$ cat src/rtl/booth_pkg.sv
// Package shared by the radix-4 Booth accumulator.
// Contents:
//   - FSM state encodings (2-bit localparam constants).
//   - Booth digit-select type.
//   - Helper that gives the Booth digit count for an operand width.
package booth_pkg;

  localparam logic [1:0] IDLE     = 2'd0;
  localparam logic [1:0] WAIT_NEG = 2'd1;
  localparam logic [1:0] ACCUM    = 2'd2;
  localparam logic [1:0] FIN      = 2'd3;

  // Partial-product term chosen by one Booth digit.
  typedef enum logic [2:0] {
    ZERO,
    PM,
    P2M,
    NM,
    N2M
  } dsel_t;

  // BITLEN counts one sign-extension bit, so the multiplier Q has
  // BITLEN-1 bits. That gives (BITLEN-1)/2 radix-4 digits.
  function automatic int ndig(input int bitlen);
    return (bitlen - 1) / 2;
  endfunction

endpackage

$ cat src/rtl/booth_r4_accum_if.sv
// Operand/result bundle for booth_r4_accum.
// Ports:
//   master (upstream/bench side):
//     drives  in_m, in_m_neg, in_neg_valid_pulse, in_q, in_start_pulse
//     samples busy, out_prod, out_prod_valid_pulse
//   slave (multiplier side): the mirror image of master.
interface booth_r4_accum_if #(
  parameter int BITLEN = 5
);
  logic [BITLEN-1:0]         in_m;
  logic [BITLEN-1:0]         in_m_neg;
  logic                      in_neg_valid_pulse;
  logic [BITLEN-2:0]         in_q;
  logic                      in_start_pulse;
  logic                      busy;
  logic [2*(BITLEN-1)-1:0]   out_prod;
  logic                      out_prod_valid_pulse;

  modport master (
    output in_m, in_m_neg, in_neg_valid_pulse, in_q, in_start_pulse,
    input  busy, out_prod, out_prod_valid_pulse
  );

  modport slave (
    input  in_m, in_m_neg, in_neg_valid_pulse, in_q, in_start_pulse,
    output busy, out_prod, out_prod_valid_pulse
  );
endinterface

$ cat src/rtl/booth_r4_recoder.sv
// Combinational radix-4 Booth recoder.
// Ports:
//   trip_i : multiplier bit triplet {q[2i+1], q[2i], q[2i-1]}
//   sel_o  : partial-product term to add for this digit
module booth_r4_recoder
  import booth_pkg::*;
(
  input  logic [2:0] trip_i,
  output dsel_t      sel_o
);

  always_comb begin
    sel_o = ZERO;
    case (trip_i)
      3'b000, 3'b111: sel_o = ZERO;
      3'b001, 3'b010: sel_o = PM;
      3'b011:         sel_o = P2M;
      3'b100:         sel_o = N2M;
      3'b101, 3'b110: sel_o = NM;
      default:        sel_o = ZERO;
    endcase
  end

endmodule

$ cat src/rtl/booth_r4_accum.sv
// Sequential radix-4 Booth multiplier. It retires one digit per cycle into
// an accumulator that is 2*(BITLEN-1) bits wide.
// Ports:
//   clock : rising-edge clock
//   reset : synchronous, active-high
//   bus   : booth_r4_accum_if.slave
//           operands, the -M strobe, busy, and the product with its strobe
// Configuration:
//   BOOTH_NEG_LOCAL_EN : -M is formed internally at start, and the
//                        upstream in_m_neg and in_neg_valid_pulse are ignored.
module booth_r4_accum
  import booth_pkg::*;
#(
  parameter int BITLEN = 5
) (
  input  logic             clock,
  input  logic             reset,
  booth_r4_accum_if.slave  bus
);

  localparam int NDIG = ndig(BITLEN);
  localparam int PW   = 2 * (BITLEN - 1);
  localparam int IW   = $clog2(NDIG + 1);

  logic [1:0]        state_q, state_d;
  logic [BITLEN-1:0] m_q, m_d;
  logic [BITLEN-1:0] mn_q, mn_d;
  logic [BITLEN-2:0] qr_q, qr_d;
  logic [PW-1:0]     acc_q, acc_d;
  logic [IW-1:0]     idx_q, idx_d;
  logic              busy_q, busy_d;
  logic [PW-1:0]     prod_q, prod_d;
  logic              pv_q, pv_d;

  // Q with the implicit Q[-1] = 0 appended below bit 0.
  logic [BITLEN-1:0] qx;
  logic [2:0]        trip;
  dsel_t             sel;
  logic [PW-1:0]     m_ext, mn_ext, term;

  assign qx     = {qr_q, 1'b0};
  assign trip   = qx[{idx_q, 1'b0} +: 3];
  assign m_ext  = {{(PW-BITLEN){m_q[BITLEN-1]}}, m_q};
  assign mn_ext = {{(PW-BITLEN){mn_q[BITLEN-1]}}, mn_q};

  booth_r4_recoder u_rec (
    .trip_i (trip),
    .sel_o  (sel)
  );

  // Sign-extend first, then shift. The +-2M terms then keep the MSB of M.
  always_comb begin
    term = '0;
    case (sel)
      PM:      term = m_ext;
      P2M:     term = m_ext << 1;
      NM:      term = mn_ext;
      N2M:     term = mn_ext << 1;
      default: term = '0;
    endcase
  end

  always_comb begin
    state_d = state_q;
    m_d     = m_q;
    mn_d    = mn_q;
    qr_d    = qr_q;
    acc_d   = acc_q;
    idx_d   = idx_q;
    busy_d  = busy_q;
    prod_d  = prod_q;
    pv_d    = 1'b0;
    case (state_q)
      IDLE: begin
        if (bus.in_start_pulse) begin
          m_d    = bus.in_m;
          qr_d   = bus.in_q;
          acc_d  = '0;
          idx_d  = '0;
          busy_d = 1'b1;
`ifdef BOOTH_NEG_LOCAL_EN
          mn_d    = ~bus.in_m + 1'b1;
          state_d = ACCUM;
`else
          if (bus.in_neg_valid_pulse) begin
            mn_d    = bus.in_m_neg;
            state_d = ACCUM;
          end else begin
            state_d = WAIT_NEG;
          end
`endif
        end
      end
      WAIT_NEG: begin
`ifdef BOOTH_NEG_LOCAL_EN
        // Unreachable when -M is local. Drop back to a clean idle state.
        busy_d  = 1'b0;
        state_d = IDLE;
`else
        if (bus.in_neg_valid_pulse) begin
          mn_d    = bus.in_m_neg;
          state_d = ACCUM;
        end
`endif
      end
      ACCUM: begin
        acc_d = acc_q + (term << {idx_q, 1'b0});
        if (idx_q == IW'(NDIG - 1)) state_d = FIN;
        else                        idx_d   = idx_q + 1'b1;
      end
      FIN: begin
        prod_d  = acc_q;
        pv_d    = 1'b1;
        busy_d  = 1'b0;
        state_d = IDLE;
      end
      default: state_d = IDLE;
    endcase
  end

  always_ff @(posedge clock) begin
    if (reset) begin
      state_q <= IDLE;
      m_q     <= '0;
      mn_q    <= '0;
      qr_q    <= '0;
      acc_q   <= '0;
      idx_q   <= '0;
      busy_q  <= 1'b0;
      prod_q  <= '0;
      pv_q    <= 1'b0;
    end else begin
      state_q <= state_d;
      m_q     <= m_d;
      mn_q    <= mn_d;
      qr_q    <= qr_d;
      acc_q   <= acc_d;
      idx_q   <= idx_d;
      busy_q  <= busy_d;
      prod_q  <= prod_d;
      pv_q    <= pv_d;
    end
  end

  assign bus.busy                 = busy_q;
  assign bus.out_prod             = prod_q;
  assign bus.out_prod_valid_pulse = pv_q;

endmodule

$ cat src/flat_wrapper.sv
// flat-port wrapper written by rule: the top's interface ports become plain ports
module booth_r4_accum_flat import booth_pkg::*;
#(
  parameter int BITLEN = 5
)
  (clock, reset, bus_in_m, bus_in_m_neg, bus_in_neg_valid_pulse, bus_in_q, bus_in_start_pulse, bus_busy, bus_out_prod, bus_out_prod_valid_pulse);
  booth_r4_accum_if #(.BITLEN(BITLEN)) bus_i ();
  input  logic clock;
  input  logic reset;
  input wire logic [$bits(bus_i.in_m)-1:0] bus_in_m;
  input wire logic [$bits(bus_i.in_m_neg)-1:0] bus_in_m_neg;
  input wire logic [$bits(bus_i.in_neg_valid_pulse)-1:0] bus_in_neg_valid_pulse;
  input wire logic [$bits(bus_i.in_q)-1:0] bus_in_q;
  input wire logic [$bits(bus_i.in_start_pulse)-1:0] bus_in_start_pulse;
  output wire logic [$bits(bus_i.busy)-1:0] bus_busy;
  output wire logic [$bits(bus_i.out_prod)-1:0] bus_out_prod;
  output wire logic [$bits(bus_i.out_prod_valid_pulse)-1:0] bus_out_prod_valid_pulse;
  assign bus_i.in_m = bus_in_m;
  assign bus_i.in_m_neg = bus_in_m_neg;
  assign bus_i.in_neg_valid_pulse = bus_in_neg_valid_pulse;
  assign bus_i.in_q = bus_in_q;
  assign bus_i.in_start_pulse = bus_in_start_pulse;
  assign bus_busy = bus_i.busy;
  assign bus_out_prod = bus_i.out_prod;
  assign bus_out_prod_valid_pulse = bus_i.out_prod_valid_pulse;
  booth_r4_accum #(.BITLEN(BITLEN)) u_core (.clock(clock), .reset(reset), .bus(bus_i));
endmodule
$ cat config.mk
export PLATFORM = sky130hd
export DESIGN_NAME = booth_r4_accum_flat
export DESIGN_NICKNAME = d
export VERILOG_FILES = /design/src/rtl/booth_pkg.sv /design/src/rtl/booth_r4_accum_if.sv /design/src/rtl/booth_r4_recoder.sv /design/src/rtl/booth_r4_accum.sv /design/src/flat_wrapper.sv
export SDC_FILE = /design/constraint.sdc
export NUM_CORES = 1
export LEC_CHECK = 0
export CORE_MARGIN = 2
export CORE_UTILIZATION = 55
export DETAILED_ROUTE_END_ITERATION = 10
export PLACE_DENSITY = 0.84
export RECOVER_POWER = 50
export SYNTH_ARGS = -nofsm -noshare
export SYNTH_HDL_FRONTEND = slang
export SYNTH_HIERARCHICAL = 1
export SYNTH_SLANG_ARGS = --single-unit
export TNS_END_PERCENT = 30
$ cat constraint.sdc
create_clock -name clock -period 4.9 [get_ports clock]
set_input_delay 0.735 -clock clock [delete_from_list [all_inputs] [get_ports clock]]
set_output_delay 0.735 -clock clock [all_outputs]
set_load 0.02 [all_outputs]
==> reports/qor.csv <==
stage,metric,value,unit
timing,final slew viol count,0,
clock_tree,clock latency on the worst-skew pair,0.28,ns
route,post-DR vias/cell,5.68,
logic_synthesis,Synth top area share,33.5,%
timing,Final Skew,0.00327,ns
critical_path,CP Launch Type,flop,
logic_synthesis,post-synth cell types,44,
global_route,initial antenna violation count,0,
floorplan,site row count,22,
logic_synthesis,syn nets,291,
layout,Final Net Count,314,
timing,Max Clock Freq,222,MHz
floorplan,full die area,0.00442,sq mm
global_route,gr ovfl total,0,
place,placed cell areas,0.00245,sq mm
timing,final setup TNS,0,ns
logic_synthesis,multiplexer share of the synthesized area,11.9,%
critical_path,CP arrival,4.67,ns
logic_synthesis,Synth Instances,258,
logic_synthesis,sequential cell area fraction in the yosys report,33.5,%
worst_hold_path,Hold EP,u_core/qr_q[0]$_SDFFE_PP0P_,
route,via count,1876,
critical_path,reg2reg setup slack,0.40,ns
logic_synthesis,simple-gate share of the synthesized area,22.1,%
layout,Storage cell area,722,sq um
clock_tree,Worst-path clk slew,0.07,ns
place,Placed Cells,322,
logic_synthesis,synth top area cells,"dfxtp_1, mux2i_1, ha_1",
clock_tree,CTS buffer count,5,
layout,share of layout cells above drive strength 1,7.45,%
global_route,wire length of the first global-routing pass,7670,microns
critical_path,critical path class,reg -> reg,
logic_synthesis,Mapped Area,0.00215,sq mm
timing,Final Critical Period,4.50,ns
critical_path,Worst EP required,5.08,ns
clock_tree,Max Root-Sink Buffers,2,
clock_tree,clock tree sinks,36,
worst_hold_path,Hold Startpoint,u_core/qr_q[0]$_SDFFE_PP0P_,
critical_path,R2R cell count,16,
route,1st-pass router iterations,4,
logic_synthesis,Synth Area in XOR/XNOR,2.04,%
logic_synthesis,post-synth top area cell,dfxtp_1,
timing,worst rel slew slack,25.1,%
critical_path,worst setup path startpoint,u_core/idx_q[1]$_SDFFE_PP0P_,
critical_path,r2r startpoint,u_core/idx_q[1]$_SDFFE_PP0P_,
global_route,gr usage total,22.5,%
logic_synthesis,largest family of logic cells by synthesized area,simple AND/OR/NAND/NOR gates,
logic_synthesis,Synth Area in Compound Gates,16.8,%
layout,Layout Cell Area excl Fill,0.00254,sq mm
worst_hold_path,hold crit path type,reg -> reg,
critical_path,crit-path max FO,13,
run_status,status,finished clean,
layout,Filler Cell Count,324,
clock_tree,CTS tree,built,
floorplan,die height,66.5,microns
place,routability cong.,0.903,
route,"wirelength, routed",4510,microns
layout,post-route insts no fill,330,
global_route,largest net degree at the start of global routing,27,
power,pwr/cell area,373,mW/mm^2
timing,count of final hold-check violations,0,
job,number of max-cap violations,0,
floorplan,Initial Utilization,57.8,%
timing,Final Cycle Share,91.8,%
route,Antenna Nets Post-Route,0,
clock_tree,CTS root buf,clkbuf_8,
logic_synthesis,adder-cell share of the synthesized area,9.09,%
timing,worst hold slack,0.455,ns
place,DP Wirelength,3280,microns
logic_synthesis,mean post-synth cell area,8.33,sq um
worst_hold_path,hold path depth,2,
timing,Final setup viols,0,
floorplan,I/O pins,28,
route,DR WL/cell,13.7,microns
logic_synthesis,Synth Warn #,6,
clock_tree,Post-CTS Setup Inserts,0,
logic_synthesis,#FFs+latches synth,36,
timing,RSZ-0062 raised after global routing,no,
route,initial DRC count,97,
critical_path,worst r2r dst,u_core/acc_q[7]$_SDFFE_PP0P_,
layout,area grow syn2layout,18.2,%
global_route,vias in the first global route,1724,
critical_path,CP endpoint kind,flop,
layout,area of the multi-input gates,0.00133,sq mm
power,Peak VDD IR,198,uV
place,Port Buf Inserts,27,
floorplan,core area,0.00372,sq mm
clock_tree,H-tree depth,2,
timing,Least-Margin Pin Slew,1.12,ns
layout,Ant. Diodes,0,
floorplan,Die Wd,66.5,microns
route,post-route DRC violation count,0,
power,Lkg Pwr,1.07,nW
[flip-flops by register name, summed over array words and instances, names as in the netlist]
name	flops
u_core/acc_q	8
u_core/bus.busy	1
u_core/bus.out_prod	8
u_core/bus.out_prod_valid_pulse	1
u_core/idx_q	2
u_core/m_q	5
u_core/mn_q	5
u_core/qr_q	4
u_core/state_q	2
[repair_timing]
action | in CTS | in global routing
hold buffers | 0 | 0
resized for setup | 0 | 1
setup endpoints to repair | 0 | 1
[critical path: stages (launching register included)]
cell and delay [ns]:
dfxtp_2 0.44, inv_1 0.16, nor2_1 0.15, a22o_1 0.17
inv_1 0.06, ha_1 0.30, mux2_4 0.34, mux2_2 0.30
a221oi_2 0.39, nor3_1 0.15, ha_1 0.29, a21oi_1 0.18
o22ai_1 0.14, o41a_1 0.34, or4_4 0.52, and4b_1 0.21
a211o_1 0.26
[placed cells by master, fill, tap and decap left out, types with 4 or more instances in the layout]
cell type / netlist / routed
nor2_1: 38 / 38
dfxtp_1: 36 / 35
nand2_1: 28 / 28
clkdlybuf4s50_1: 0 / 23
a21oi_1: 22 / 22
mux2i_1: 18 / 18
ha_1: 14 / 14
inv_1: 10 / 10
nor2b_1: 9 / 9
clkbuf_8: 0 / 6
a211oi_1: 5 / 5
a22oi_1: 5 / 5
dlygate4sd3_1: 0 / 4
mux2_2: 4 / 4
nor4bb_1: 4 / 4
o21ai_0: 4 / 4
[power by group]
part           switching [mW]  internal (mW)
sequential             0.0300          0.330
clock                   0.104          0.112
combinational           0.216          0.156
[area by class of cell]
class | instances | area share [%]
clock buffers | 6 | 3.25
multi-input cells | 197 | 52.4
flip-flops and latches | 36 | 28.4
clock inverters | 2 | 0.394
well taps | 48 | 2.37
inverters | 10 | 1.48
repair buffers | 31 | 11.7
[layer usage]
metal	share of wire (%)	track usage, %	routed length (microns)
met1	47	29.0	2120
met2	46	36.0	2080
met3	4.5	5.41	203
met4	2.2	8.93	101
met5	0	0	0
[Yosys cell counts]
| cell type | count |
|---|---|
| a221oi_1 | 1 |
| a211o_1 | 3 |
| nor2_1 | 38 |
| o21bai_1 | 1 |
| a22oi_1 | 5 |
| ha_1 | 14 |
| xor2_1 | 2 |
| fa_1 | 1 |
| xnor2_1 | 3 |
| mux2i_1 | 18 |
| o22ai_1 | 2 |
| buf_2 | 3 |
| clkbuf_1 | 11 |
| o41a_1 | 1 |
| mux2_4 | 2 |
| nor4bb_1 | 4 |
| dfxtp_1 | 36 |
| nor3_1 | 3 |
| o21ai_1 | 2 |
| nand2b_1 | 2 |
| and2_0 | 1 |
| and4b_1 | 2 |
| a22o_1 | 2 |
| or3_1 | 1 |
| a211oi_1 | 5 |
| a221oi_2 | 1 |
| nand2_1 | 28 |
| and3b_1 | 1 |
| o21ai_0 | 4 |
| a32oi_1 | 1 |
| and2_1 | 3 |
| a31oi_1 | 1 |
| inv_1 | 10 |
| buf_1 | 1 |
| nand3_1 | 2 |
| a21o_1 | 2 |
| and2_2 | 1 |
| or4_4 | 1 |
| nor2b_1 | 9 |
| a21oi_1 | 22 |
| nand3b_1 | 2 |
| o221ai_1 | 1 |
| mux2_2 | 4 |
| o31ai_1 | 1 |
[metrics by stage]
| step | power, mW | worst slack, ns | util [%] |
|---|---|---|---|
| 2_1_floorplan | 0.640 | 0.473 | - |
| 3_3_place_gp | 0.720 | 0.435 | 65.9 |
| 3_5_place_dp | 0.730 | 0.321 | 65.9 |
| 4_1_cts | 0.952 | 0.286 | 68.4 |
| 5_1_grt | 1.01 | 0.141 | 68.3 |
| 6_report | 0.947 | 0.402 | 68.3 |
[worst max path at each step]
stage	end	slack (ns)	depth (start not counted)
6_report	u_core/acc_q[7]$_SDFFE_PP0P_	0.40	16
2_1_floorplan	u_core/acc_q[7]$_SDFFE_PP0P_	0.47	20
3_3_place_gp	u_core/acc_q[7]$_SDFFE_PP0P_	0.44	16
3_5_place_dp	u_core/acc_q[7]$_SDFFE_PP0P_	0.32	16
5_1_grt	u_core/acc_q[7]$_SDFFE_PP0P_	0.14	16
4_1_cts	u_core/acc_q[7]$_SDFFE_PP0P_	0.29	16
[cell families after synthesis]
family | Yosys count
simple gates | 98
buf+inv | 25
flops | 36
compound gates | 55
fa+ha+maj | 15
mux | 24
xor+xnor | 5
No activity file was read; power rests on OpenSTA's default activity.
